`config.mk`:
```
export PLATFORM = sky130hd
export DESIGN_NAME = mul_dispatch
export DESIGN_NICKNAME = d
export VERILOG_FILES = /design/src/rtl/mul_dispatch.sv
export SDC_FILE = /design/constraint.sdc
export NUM_CORES = 1
export LEC_CHECK = 0
export BUFFER_PORTS_ARGS = -buffer_cell sky130_fd_sc_hd__buf_2
export CELL_PAD_IN_SITES_DETAIL_PLACEMENT = 1
export CELL_PAD_IN_SITES_GLOBAL_PLACEMENT = 1
export CORE_UTILIZATION = 28
export DETAILED_ROUTE_END_ITERATION = 7
export GPL_TIMING_DRIVEN = 0
export PLACE_DENSITY_LB_ADDON = 0.1
export SETUP_SLACK_MARGIN = 0.05
export SYNTH_ARGS = -nofsm -noshare
export SYNTH_HDL_FRONTEND = slang
export SYNTH_SLANG_ARGS = --single-unit
```
`constraint.sdc`:
```
create_clock -name clock -period 7.3 [get_ports clock]
set_clock_uncertainty 0.1 [all_clocks]
set_input_delay 1.095 -clock clock [delete_from_list [all_inputs] [get_ports clock]]
set_output_delay 1.095 -clock clock [all_outputs]
set_load 0.005 [all_outputs]
```
`src/rtl/mul_dispatch.sv`:
```
// rtl/mul_dispatch.sv - operand FIFO and start/valid dispatcher for the 32x32 signed multipliers
//
// Buffers operand pairs, issues them one at a time to a fixed- or
// variable-latency multiplier, guards each operation with a watchdog and
// returns product, measured latency and error flag on a result stream.
//
// Ports:
//   clock, reset                       rising-edge clock, asynchronous active-high reset
//   in_valid, in_ready                 operand-pair handshake (in_ready = FIFO not full)
//   in_mlier, in_mcand                 signed operand pair
//   mul_start, mul_mlier, mul_mcand    registered request towards the multiplier
//   mul_prodt, mul_valid               multiplier product and result-valid pulse
//   out_valid, out_ready               result handshake
//   out_prodt, out_lat, out_err        product, start-high cycle count, timeout flag
//   busy                               queued, in-flight or unconsumed work present
module mul_dispatch #(
    parameter int DEPTH   = 4,
    parameter int TIMEOUT = 34,
    parameter int GAP_CYC = 2
) (
    input  logic        clock,
    input  logic        reset,
    input  logic        in_valid,
    output logic        in_ready,
    input  logic [31:0] in_mlier,
    input  logic [31:0] in_mcand,
    output logic        mul_start,
    output logic [31:0] mul_mlier,
    output logic [31:0] mul_mcand,
    input  logic [63:0] mul_prodt,
    input  logic        mul_valid,
    output logic        out_valid,
    input  logic        out_ready,
    output logic [63:0] out_prodt,
    output logic [7:0]  out_lat,
    output logic        out_err,
    output logic        busy
);

    localparam int AW = (DEPTH > 1) ? $clog2(DEPTH) : 1;

    localparam logic [AW:0] DEPTH_L   = (AW+1)'(DEPTH);
    localparam logic [7:0]  TIMEOUT_L = 8'(TIMEOUT);
    localparam logic [7:0]  GAP_L     = 8'(GAP_CYC);

    localparam logic [1:0] S_IDLE  = 2'd0;
    localparam logic [1:0] S_ISSUE = 2'd1;
    localparam logic [1:0] S_GAP   = 2'd2;

    // ------------------------------------------------------------------
    // Operand FIFO: {mlier, mcand} per entry, pointers wrap naturally
    // because DEPTH is a power of two.
    // ------------------------------------------------------------------
    logic [63:0]   fifo_mem_q [DEPTH];
    logic [AW-1:0] wr_ptr_q, wr_ptr_d;
    logic [AW-1:0] rd_ptr_q, rd_ptr_d;
    logic [AW:0]   count_q, count_d;
    logic          fifo_empty;
    logic          fifo_full;
    logic          push;
    logic          pop;
    logic [63:0]   head;

    assign fifo_empty = (count_q == '0);
    assign fifo_full  = (count_q == DEPTH_L);
    assign head       = fifo_mem_q[rd_ptr_q];
    assign in_ready   = !fifo_full;
    assign push       = in_valid && !fifo_full;

    // ------------------------------------------------------------------
    // Dispatcher state
    // ------------------------------------------------------------------
    logic [1:0]  state_q, state_d;
    logic        start_q, start_d;
    logic [31:0] mlier_q, mlier_d;
    logic [31:0] mcand_q, mcand_d;
    logic [7:0]  cnt_q, cnt_d;
    logic [7:0]  gap_cnt_q, gap_cnt_d;
    logic        out_valid_q, out_valid_d;
    logic [63:0] out_prodt_q, out_prodt_d;
    logic [7:0]  out_lat_q, out_lat_d;
    logic        out_err_q, out_err_d;
    logic        result_accept;

    assign result_accept = out_valid_q && out_ready;

    // A new operation may start only when the result slot is free, or is
    // being emptied on this very edge, so a held result blocks issue.
    assign pop = (state_q == S_IDLE) && !fifo_empty && (!out_valid_q || out_ready);

    always_comb begin
        wr_ptr_d = wr_ptr_q;
        rd_ptr_d = rd_ptr_q;
        count_d  = count_q;
        if (push) begin
            wr_ptr_d = wr_ptr_q + AW'(1);
        end
        if (pop) begin
            rd_ptr_d = rd_ptr_q + AW'(1);
        end
        case ({push, pop})
            2'b10:   count_d = count_q + (AW+1)'(1);
            2'b01:   count_d = count_q - (AW+1)'(1);
            default: count_d = count_q;
        endcase
    end

    always_comb begin
        state_d     = state_q;
        start_d     = start_q;
        mlier_d     = mlier_q;
        mcand_d     = mcand_q;
        cnt_d       = cnt_q;
        gap_cnt_d   = gap_cnt_q;
        out_valid_d = out_valid_q;
        out_prodt_d = out_prodt_q;
        out_lat_d   = out_lat_q;
        out_err_d   = out_err_q;

        // Payload fields keep their values after the handshake; only the
        // valid flag drops.
        if (result_accept) begin
            out_valid_d = 1'b0;
        end

        case (state_q)
            S_IDLE: begin
                if (pop) begin
                    state_d = S_ISSUE;
                    start_d = 1'b1;
                    mlier_d = head[63:32];
                    mcand_d = head[31:0];
                    cnt_d   = 8'd1;
                end
            end

            S_ISSUE: begin
                // Counter equals the number of start-high cycles so far.
                cnt_d = (cnt_q == 8'hFF) ? cnt_q : cnt_q + 8'd1;
                // mul_valid is checked first so a product arriving on the
                // watchdog's final cycle is still accepted without error.
                if (mul_valid) begin
                    out_prodt_d = mul_prodt;
                    out_lat_d   = cnt_q;
                    out_err_d   = 1'b0;
                    out_valid_d = 1'b1;
                    start_d     = 1'b0;
                    mlier_d     = '0;
                    mcand_d     = '0;
                    gap_cnt_d   = 8'd1;
                    state_d     = S_GAP;
                end else if (cnt_q == TIMEOUT_L) begin
                    out_prodt_d = '0;
                    out_lat_d   = TIMEOUT_L;
                    out_err_d   = 1'b1;
                    out_valid_d = 1'b1;
                    start_d     = 1'b0;
                    mlier_d     = '0;
                    mcand_d     = '0;
                    gap_cnt_d   = 8'd1;
                    state_d     = S_GAP;
                end
            end

            S_GAP: begin
                // Late or spurious mul_valid pulses are ignored here.
                if (gap_cnt_q >= GAP_L) begin
                    state_d = S_IDLE;
                end else begin
                    gap_cnt_d = gap_cnt_q + 8'd1;
                end
            end

            default: begin
                state_d = S_IDLE;
                start_d = 1'b0;
                mlier_d = '0;
                mcand_d = '0;
            end
        endcase
    end

    // FIFO storage carries no reset; occupancy is defined by the pointers.
    always_ff @(posedge clock) begin
        if (push) begin
            fifo_mem_q[wr_ptr_q] <= {in_mlier, in_mcand};
        end
    end

    always_ff @(posedge clock or posedge reset) begin
        if (reset) begin
            wr_ptr_q    <= '0;
            rd_ptr_q    <= '0;
            count_q     <= '0;
            state_q     <= S_IDLE;
            start_q     <= 1'b0;
            mlier_q     <= '0;
            mcand_q     <= '0;
            cnt_q       <= '0;
            gap_cnt_q   <= '0;
            out_valid_q <= 1'b0;
            out_prodt_q <= '0;
            out_lat_q   <= '0;
            out_err_q   <= 1'b0;
        end else begin
            wr_ptr_q    <= wr_ptr_d;
            rd_ptr_q    <= rd_ptr_d;
            count_q     <= count_d;
            state_q     <= state_d;
            start_q     <= start_d;
            mlier_q     <= mlier_d;
            mcand_q     <= mcand_d;
            cnt_q       <= cnt_d;
            gap_cnt_q   <= gap_cnt_d;
            out_valid_q <= out_valid_d;
            out_prodt_q <= out_prodt_d;
            out_lat_q   <= out_lat_d;
            out_err_q   <= out_err_d;
        end
    end

    assign mul_start = start_q;
    assign mul_mlier = mlier_q;
    assign mul_mcand = mcand_q;
    assign out_valid = out_valid_q;
    assign out_prodt = out_prodt_q;
    assign out_lat   = out_lat_q;
    assign out_err   = out_err_q;
    assign busy      = !fifo_empty || (state_q != S_IDLE) || out_valid_q;

endmodule

```
==> impl_metrics.json, run 1 <==
{
  "whs_ps": 382.5,
  "clock_latency_ps": 580,
  "avgSynthCellArea_um2": 19.63,
  "status": "finished clean",
  "combPwrFrac": 0.301,
  "grt_pass1_wl_um": 60700,
  "ir_drop_mv": 0.1620,
  "ioPinCount": 274,
  "hold_end": "mul_start",
  "cts.sinks": 420,
  "setup.worst_path.end_class": "primary output",
  "drc": 0,
  "detailed_place_hpwl_um": 24690,
  "grt_antenna_before_repair": 7,
  "hold_buffers": 0,
  "setup_violations": 0,
  "tightest_slew_ps": 976.7,
  "area_delta_synth_final_pct": 26.37,
  "rr_worst_depth": 11,
  "rsz0062_at_grt": "no",
  "p_sw_uw": 2670,
  "root_buffer": "clkbuf_16",
  "path_clk_slew_ps": 60,
  "worstSetupPathType": "reg -> out",
  "clock_path_buffers": 3,
  "grt_usage": 0.1429,
  "finalHoldViolations": 0,
  "grtUsageMet1": 0.1790,
  "wirelength_um": 40000,
  "die_area_um2": 56190,
  "hold_depth": 1,
  "fillers": 5479,
  "slew_headroom": 0.3488,
  "drtIter0Drc": 387,
  "h-tree-depth": 2,
  "r2r_start": "state_q[0]",
  "r2r_slack_ps": 4200,
  "critPathMaxFanout": 5,
  "dieWidth_um": 237.0,
  "nNetsFinal": 1261,
  "crit_arrival_ps": 2110,
  "cts_setup_buffers": 0,
  "postRouteAntennaNets": 0,
  "first_pass_iters": 4,
  "syn_nets": 931,
  "period_share": 0.4533,
  "power.internal_uw": 5917,
  "drv_slew": 0,
  "synth-edff-count": 256,
  "p_per_area_nw_per_um2": 439.3,
  "yosys_warnings": 0,
  "fmax_mhz": 302.2,
  "yosysSeqAreaShare": 0.7623,
  "dp_cells": 1762,
  "routed_via_density": 4.662,
  "hold_path.class": "reg -> reg",
  "start_util": 0.2852,
  "final_cell_mix": "buf_2, edfxtp_1, dfrtp_1",
  "wl_per_cell_um": 21.53,
  "ys_types": 44,
  "critPathRequiredTime_ps": 6110,
  "p_leak_uw": 0.007931,
  "start_kind": "register",
  "synth_seq_cells": 420,
  "min_period_ps": 3309,
  "grt.met2_usage": 0.2379,
  "grt_pass1_vias": 9468,
  "power.share.switching": 0.3110,
  "syn_area_um2": 15470,
  "clockPowerShare": 0.293,
  "cts_resized": 0,
  "final_common_cell": "buf_2",
  "io_buffers": 273,
  "vias": 8662,
  "finalPower_uw": 8587,
  "dieHeight_um": 237.0,
  "ys.flop_type": "edfxtp_1",
  "grt_max_degree": 84,
  "synthCells": 788,
  "met3_usage": 0.03987,
  "hp-start": "mul_start",
  "drive_above_1_share": 0.3840,
  "regToRegEndpoint": "count_q[2]",
  "cts_tree": "done",
  "drv_cap": 0,
  "p_seq_frac": 0.405,
  "async_flop_share": 0.3905,
  "busiest_layer": "met2",
  "stdcell_count": 1858,
  "grt_overflow_total": 0,
  "core_area_um2": 54240,
  "routabilityCongestion": 0.7259,
  "num_rows": 85,
  "numCtsBuffers": 50
}
## stage by stage
stage / utilization / worst slack [ps] / area (um2) / TNS [ps]
floorplan: - / 1672 / 15470 / 0
global placement: 0.3264 / -1562 / 17710 / -251500
finish: 0.3604 / 3991 / 19550 / 0
detailed placement: 0.3293 / 3407 / 17860 / 0
CTS: 0.3603 / 3923 / 19540 / 0
global route: 0.3603 / 3873 / 19540 / 0
## power by group through the flow
| stage | clock network, uW | registers, uW | logic (uW) |
|---|---|---|---|
| detailed placement | 0 | 3520 | 2710 |
| finish | 2520 | 3480 | 2590 |
| CTS | 2610 | 3490 | 2710 |
| global route | 2690 | 3550 | 2890 |
| global placement | 0 | 3560 | 2650 |
| floorplan | 0 | 3530 | 1580 |
## flip-flops by register name, indices dropped and copies added, names as in the netlist, 3 cells and up
signal / cells
out_lat: 8
gap_cnt_q: 8
cnt_q: 8
count_q: 3
mul_mcand: 32
mul_mlier: 32
out_prodt: 64
fifo_mem_q: 256
## cell type report
class / instances / area, um2 / share of cell area
antenna: 3 / 7.507 / 0.0003840
buffer: 47 / 244.0 / 0.01248
clock buffer: 70 / 1416 / 0.07246
clock inverter: 23 / 260.3 / 0.01331
inverter: 15 / 63.81 / 0.003264
multi-input combinational: 306 / 3397 / 0.1738
sequential: 420 / 11790 / 0.6032
tap: 696 / 870.8 / 0.04455
timing repair buffer: 278 / 1496 / 0.07655
## worst max-delay path by stage
stage	startpoint	to	slack (ps)
6_report	count_q[0]	busy	3990
5_1_grt	out_ready	count_q[2]	3870
4_1_cts	count_q[0]	busy	3920
3_5_place_dp	out_ready	count_q[2]	3410
3_3_place_gp	reset	out_prodt[6]	-1560
2_1_floorplan	reset	cnt_q[0]	1670
## worst max-delay path, cell delays in order (launching register included)
cell	delay [ps]
dfrtp_1	400
or3_1	500
or4_1	470
buf_2	170
## synth_stat cells (2+ instances only)
library cell | count | area (um2)
a21o_1 | 2 | 15.01
a21oi_1 | 7 | 35.03
a22o_1 | 134 | 1174
a31oi_1 | 3 | 18.77
and2_1 | 6 | 37.54
and3_1 | 4 | 25.02
buf_1 | 3 | 11.26
buf_2 | 6 | 30.03
buf_6 | 8 | 90.09
clkbuf_1 | 30 | 112.6
dfrtp_1 | 164 | 4104
edfxtp_1 | 256 | 7687
ha_1 | 9 | 112.6
inv_1 | 14 | 52.55
mux2_2 | 2 | 22.52
mux2i_1 | 4 | 40.04
mux4_2 | 64 | 1441
nand2_1 | 12 | 45.04
nand2b_1 | 4 | 25.02
nand3_1 | 8 | 40.04
nand4_1 | 5 | 31.28
nor2_1 | 9 | 33.78
nor3_1 | 2 | 10.01
nor4_1 | 3 | 18.77
nor4b_1 | 2 | 17.52
o21ai_0 | 3 | 15.01
or3_1 | 2 | 12.51
xnor2_1 | 4 | 35.03
xor2_1 | 3 | 26.28
## logic make-up after synthesis
group	count (synthesis)	synth area share
AOI/OAI and AO/OA	157	0.08663
adders and majority gates	10	0.008574
xor gates and xnor gates	7	0.003964
buffers and inverters	62	0.01941
DFF	420	0.7623
muxes	70	0.09723
and+or+nand+nor	62	0.02192
## routing by layer
metal  up-vias  part of all wire
met2       234              0.49
met3        77             0.062
met5         -            0.0014
met4        10             0.024
met1      4496              0.43
li1       3845                 -
Power figures use the tool's default switching activity.
==> inputs of run 2 (changes only) <==
Clock period 7.3 ns to 2.8 ns, I/O delays scaled along.
==> impl_metrics.json, run 2 (synthesis gave the netlist of run 1 again) <==
{
  "status": "finished clean",
  "grt_usage": 0.1487,
  "crit_cells": 9,
  "grt_antenna_before_repair": 4,
  "area_delta_synth_final_pct": 34.72,
  "hold_depth": 3,
  "crit_start": "cnt_q[0]",
  "p_leak_uw": 0.008490,
  "r2r_start": "cnt_q[0]",
  "rr_worst_depth": 9,
  "hold_path.class": "in -> reg",
  "hp-start": "out_ready",
  "start_kind": "register",
  "finalPower_uw": 22190,
  "routed_via_density": 4.555,
  "setup_ws_ps": 216.2,
  "final_cell_mix": "buf_2, edfxtp_1, dfrtp_1",
  "finalHoldViolations": 0,
  "setup.worst_path.end_class": "register",
  "dieHeight_um": 237.0,
  "clock_path_buffers": 3,
  "critPathRequiredTime_ps": 3150,
  "period_share": 0.9228,
  "min_period_ps": 2584,
  "rsz0062_at_grt": "yes",
  "nNetsFinal": 1398,
  "first_pass_iters": 7,
  "ioPinCount": 274,
  "power.share.switching": 0.3092,
  "wirelength_um": 40850,
  "start_util": 0.2852,
  "drtIter0Drc": 347,
  "grt_overflow_total": 0,
  "h-tree-depth": 2,
  "p_seq_frac": 0.409,
  "path_clk_slew_ps": 60,
  "cts_tree": "done",
  "wl_per_cell_um": 20.49,
  "drv_slew": 0,
  "grt_pass1_vias": 10310,
  "drc": 0,
  "postLayoutCoreUtil": 0.3842,
  "post-place-ws_ps": -318.4,
  "p_sw_uw": 6861,
  "stdcell_count": 1994,
  "cts.sinks": 420,
  "vias": 9082,
  "grt_max_degree": 47,
  "dieWidth_um": 237.0,
  "tightest_slew_ps": 1059,
  "power.internal_uw": 15330,
  "critPathMostFrequentCell": "buf_6",
  "critPathMaxFanout": 10,
  "io_buffers": 273,
  "fmax_mhz": 387.0,
  "regMostFlops": "fifo_mem_q",
  "crit_arrival_ps": 2930,
  "dp_cells": 1766,
  "clockPowerShare": 0.276,
  "p_per_area_nw_per_um2": 1065,
  "drive_above_1_share": 0.3452,
  "core_area_um2": 54240,
  "cp_slowest_cell": "or4b_4",
  "combPwrFrac": 0.315,
  "detailed_place_hpwl_um": 25790,
  "root_buffer": "clkbuf_16",
  "routabilityCongestion": 0.6792,
  "cp_num_buf_inv": 4,
  "postRouteAntennaNets": 0,
  "drv_cap": 0,
  "crit_family": "compound AO/OA/AOI/OAI gates",
  "whs_ps": 174.5,
  "final_common_cell": "buf_2",
  "setup_violations": 0,
  "die_area_um2": 56190,
  "clock_latency_ps": 580,
  "worstPathCellList": "inv_1, ha_1, or4b_4, o41ai_4, buf_4, o21bai_1, buf_6, buf_6, a22o_1",
  "largest_register_ffs": 256,
  "ir_drop_mv": 0.4814,
  "num_rows": 85,
  "grt_pass1_wl_um": 63660,
  "numCtsBuffers": 49,
  "slew_headroom": 0.2940,
  "worstSetupPathType": "reg -> reg",
  "max_stage_delay_ps": 480
}
-- run 2: layer usage --
layer,GRT usage,vias up,wire (um)
li1,-,4123,-
met2,0.2574,233,20470
met4,0.04467,2,861
met1,0.1831,4669,17370
met5,0,-,8
met3,0.03591,55,2139
-- run 2: power groups by stage --
stage	Clock (uW)	Combinational, uW	Sequential (uW)
finish	6130	6990	9070
global route	6580	7770	9250
CTS	6390	7250	9090
detailed placement	0	7060	9190
global placement	0	6880	9280
floorplan	0	4120	9190
-- run 2: layout make-up --
type | instances | area [um2]
clock inverter | 15 | 127.6
multi-input combinational | 306 | 3397
buffer | 47 | 269.0
tap | 696 | 870.8
inverter | 15 | 60.06
clock buffer | 76 | 1408
antenna | 3 | 7.507
timing repair buffer | 416 | 2908
sequential | 420 | 11790
fill | 5496 | 33400
-- run 2: through the flow --
stage / cell area, um2 / setup TNS (ps)
6_report: 20840 / 0
5_1_grt: 20840 / 0
4_1_cts: 20810 / 0
3_5_place_dp: 17940 / -2694
3_3_place_gp: 17710 / -653660
2_1_floorplan: 15470 / 0
-- run 2: repair_timing --
| action | in CTS | in global routing |
|---|---|---|
| pin swaps | 1 | 0 |
| hold buffers | 130 | 0 |
| endpoints found under the setup margin | 119 | 102 |
| resized for setup | 4 | 9 |
| buffers inserted | 3 | 1 |
| endpoints found under the hold margin | 334 | 0 |
-- run 2: worst reg2reg max path: cells and delay by family, from the launching register on --
family	cells	cell delay, ps
compound gates	3	640
fa+ha+maj	1	150
buf+inv	4	630
flops	1	460
simple gates	1	480
-- run 2: path summary, 6_finish.rpt --
| path | to | slack, ps |
|---|---|---|
| max | mul_mcand[15] | 220 |
| min | out_valid | 170 |
| max reg2reg | mul_mcand[15] | 220 |
| min reg2reg | mul_start | 380 |
| max in group asynchronous | wr_ptr_q[1] | 1490 |
| min in group asynchronous | out_prodt[4] | 310 |
==> inputs of run 3 (changes only) <==
Settings changed: CTS_BUF_LIST set to sky130_fd_sc_hd__clkbuf_16, GPL_TIMING_DRIVEN 0 to not set.
==> impl_metrics.json, run 3 (synthesis gave the netlist of run 1 again) <==
{
  "status": "finished clean",
  "min_period_ps": 2592,
  "wl_per_cell_um": 20.55,
  "fmax_mhz": 385.8,
  "power.share.switching": 0.3120,
  "p_per_area_nw_per_um2": 1058,
  "core_area_um2": 54240,
  "grt_max_degree": 84,
  "multi_input_area_um2": 3416,
  "r2r_slack_ps": 330,
  "grt_antenna_before_repair": 1,
  "start_util": 0.2852,
  "hold_depth": 3,
  "p_sw_uw": 6812,
  "power.internal_uw": 15020,
  "seq_area_um2": 11800,
  "finalHoldViolations": 0,
  "dieHeight_um": 237.0,
  "p_seq_frac": 0.420,
  "fillers": 5464,
  "fin_tns_setup_ps": 0,
  "final_common_cell": "buf_2",
  "nNetsFinal": 1360,
  "tightest_slew_ps": 599.3,
  "num_rows": 85,
  "regMostFlops": "fifo_mem_q",
  "root_buffer": "clkbuf_16",
  "drv_slew": 0,
  "hold_buffers": 130,
  "r2r_start": "cnt_q[0]",
  "dp_cells": 1733,
  "grt_pass1_vias": 9984,
  "cts_resized": 0,
  "drtIter0Drc": 293,
  "worstPathCellList": "or3_1, or4_1, buf_2",
  "cp_slowest_cell": "or3_1",
  "numCtsBuffers": 48,
  "dieWidth_um": 237.0,
  "grt_overflow_total": 0,
  "ioPinCount": 274,
  "grt_usage": 0.1449,
  "rr_worst_depth": 8,
  "wirelength_um": 40140,
  "period_share": 0.9257,
  "drv_cap": 0,
  "final_cell_mix": "buf_2, edfxtp_1, dfrtp_1",
  "io_buffers": 273,
  "stdcell_count": 1953,
  "slew_headroom": 0.6005,
  "largest_register_ffs": 256,
  "cts_setup_buffers": 0,
  "die_area_um2": 56190,
  "p_leak_uw": 0.008434,
  "cts_tree": "done",
  "cts.sinks": 420,
  "hold_end": "out_valid",
  "combPwrFrac": 0.311,
  "first_pass_iters": 4,
  "setup_violations": 0,
  "area_delta_synth_final_pct": 33.37,
  "start_kind": "register",
  "clock_path_buffers": 3,
  "regToRegEndpoint": "out_prodt[48]",
  "critPathMaxFanout": 5,
  "hp-start": "out_ready",
  "path_clk_slew_ps": 60,
  "detailed_place_hpwl_um": 22450,
  "postRouteAntennaNets": 0,
  "setup.worst_path.end_class": "primary output",
  "drc": 0,
  "drive_above_1_share": 0.3519,
  "h-tree-depth": 2,
  "ir_drop_mv": 0.7626,
  "clock_latency_ps": 570,
  "routed_via_density": 4.603,
  "vias": 8989,
  "rsz0062_at_grt": "no",
  "critPathRequiredTime_ps": 2280,
  "worstSetupPathType": "reg -> out",
  "routabilityCongestion": 0.6995,
  "clockPowerShare": 0.270,
  "hold_path.class": "in -> reg",
  "grt_pass1_wl_um": 61690,
  "crit_arrival_ps": 2070,
  "max_stage_delay_ps": 500
}
## run 3: final cells by class
class / instances / area share
multi-input combinational: 306 / 0.1656
antenna: 1 / 0.0001213
clock inverter: 41 / 0.01352
tap: 696 / 0.04221
inverter: 15 / 0.002911
timing repair buffer: 426 / 0.1456
sequential: 420 / 0.5719
clock buffer: 48 / 0.05822
## run 3: power by group through the flow
| stage | Sequential (uW) | Clock (uW) | Combinational [uW] |
|---|---|---|---|
| floorplan | 9190 | 0 | 4120 |
| global placement | 9250 | 0 | 6830 |
| detailed placement | 9270 | 0 | 6900 |
| CTS | 9180 | 6150 | 7040 |
| global route | 9350 | 6340 | 7500 |
| finish | 9160 | 5890 | 6780 |
## run 3: worst max-delay path by stage
stage | start | end | slack (ps) | cells past startpoint
6_report | count_q[0] | busy | 210 | 3
2_1_floorplan | wr_ptr_q[0] | fifo_mem_q[2][0] | 100 | 3
5_1_grt | count_q[0] | busy | 110 | 3
3_5_place_dp | cnt_q[0] | out_prodt[40] | 330 | 8
4_1_cts | count_q[0] | busy | 140 | 3
3_3_place_gp | cnt_q[0] | out_prodt[34] | 360 | 8
## run 3: metal layers
| metal | track usage | vias up | wire [um] |
|---|---|---|---|
| li1 | - | 4038 | - |
| met1 | 0.1824 | 4665 | 17410 |
| met2 | 0.2416 | 230 | 19500 |
| met3 | 0.03894 | 56 | 2333 |
| met4 | 0.04703 | 0 | 890 |
| met5 | 0 | - | 0 |
## run 3: critical path: cells and delay by family, from the launching register on
family	cells	cell delay, ps
flops	1	400
simple gates	2	950
buf+inv	1	160
## run 3: metrics by stage
step                setup WS (ps)  cell area [um2]  utilization  power [uW]  hold slack, ps
floorplan                   99.03            15470            -       13310           354.3
global placement            361.3            17850       0.3290       16080           284.7
detailed placement          332.0            17850       0.3290       16170           289.5
CTS                         136.1            20630       0.3803       22360           113.3
global route                112.6            20630       0.3804       23200           145.4
finish                      208.1            20630       0.3804       21840           156.4
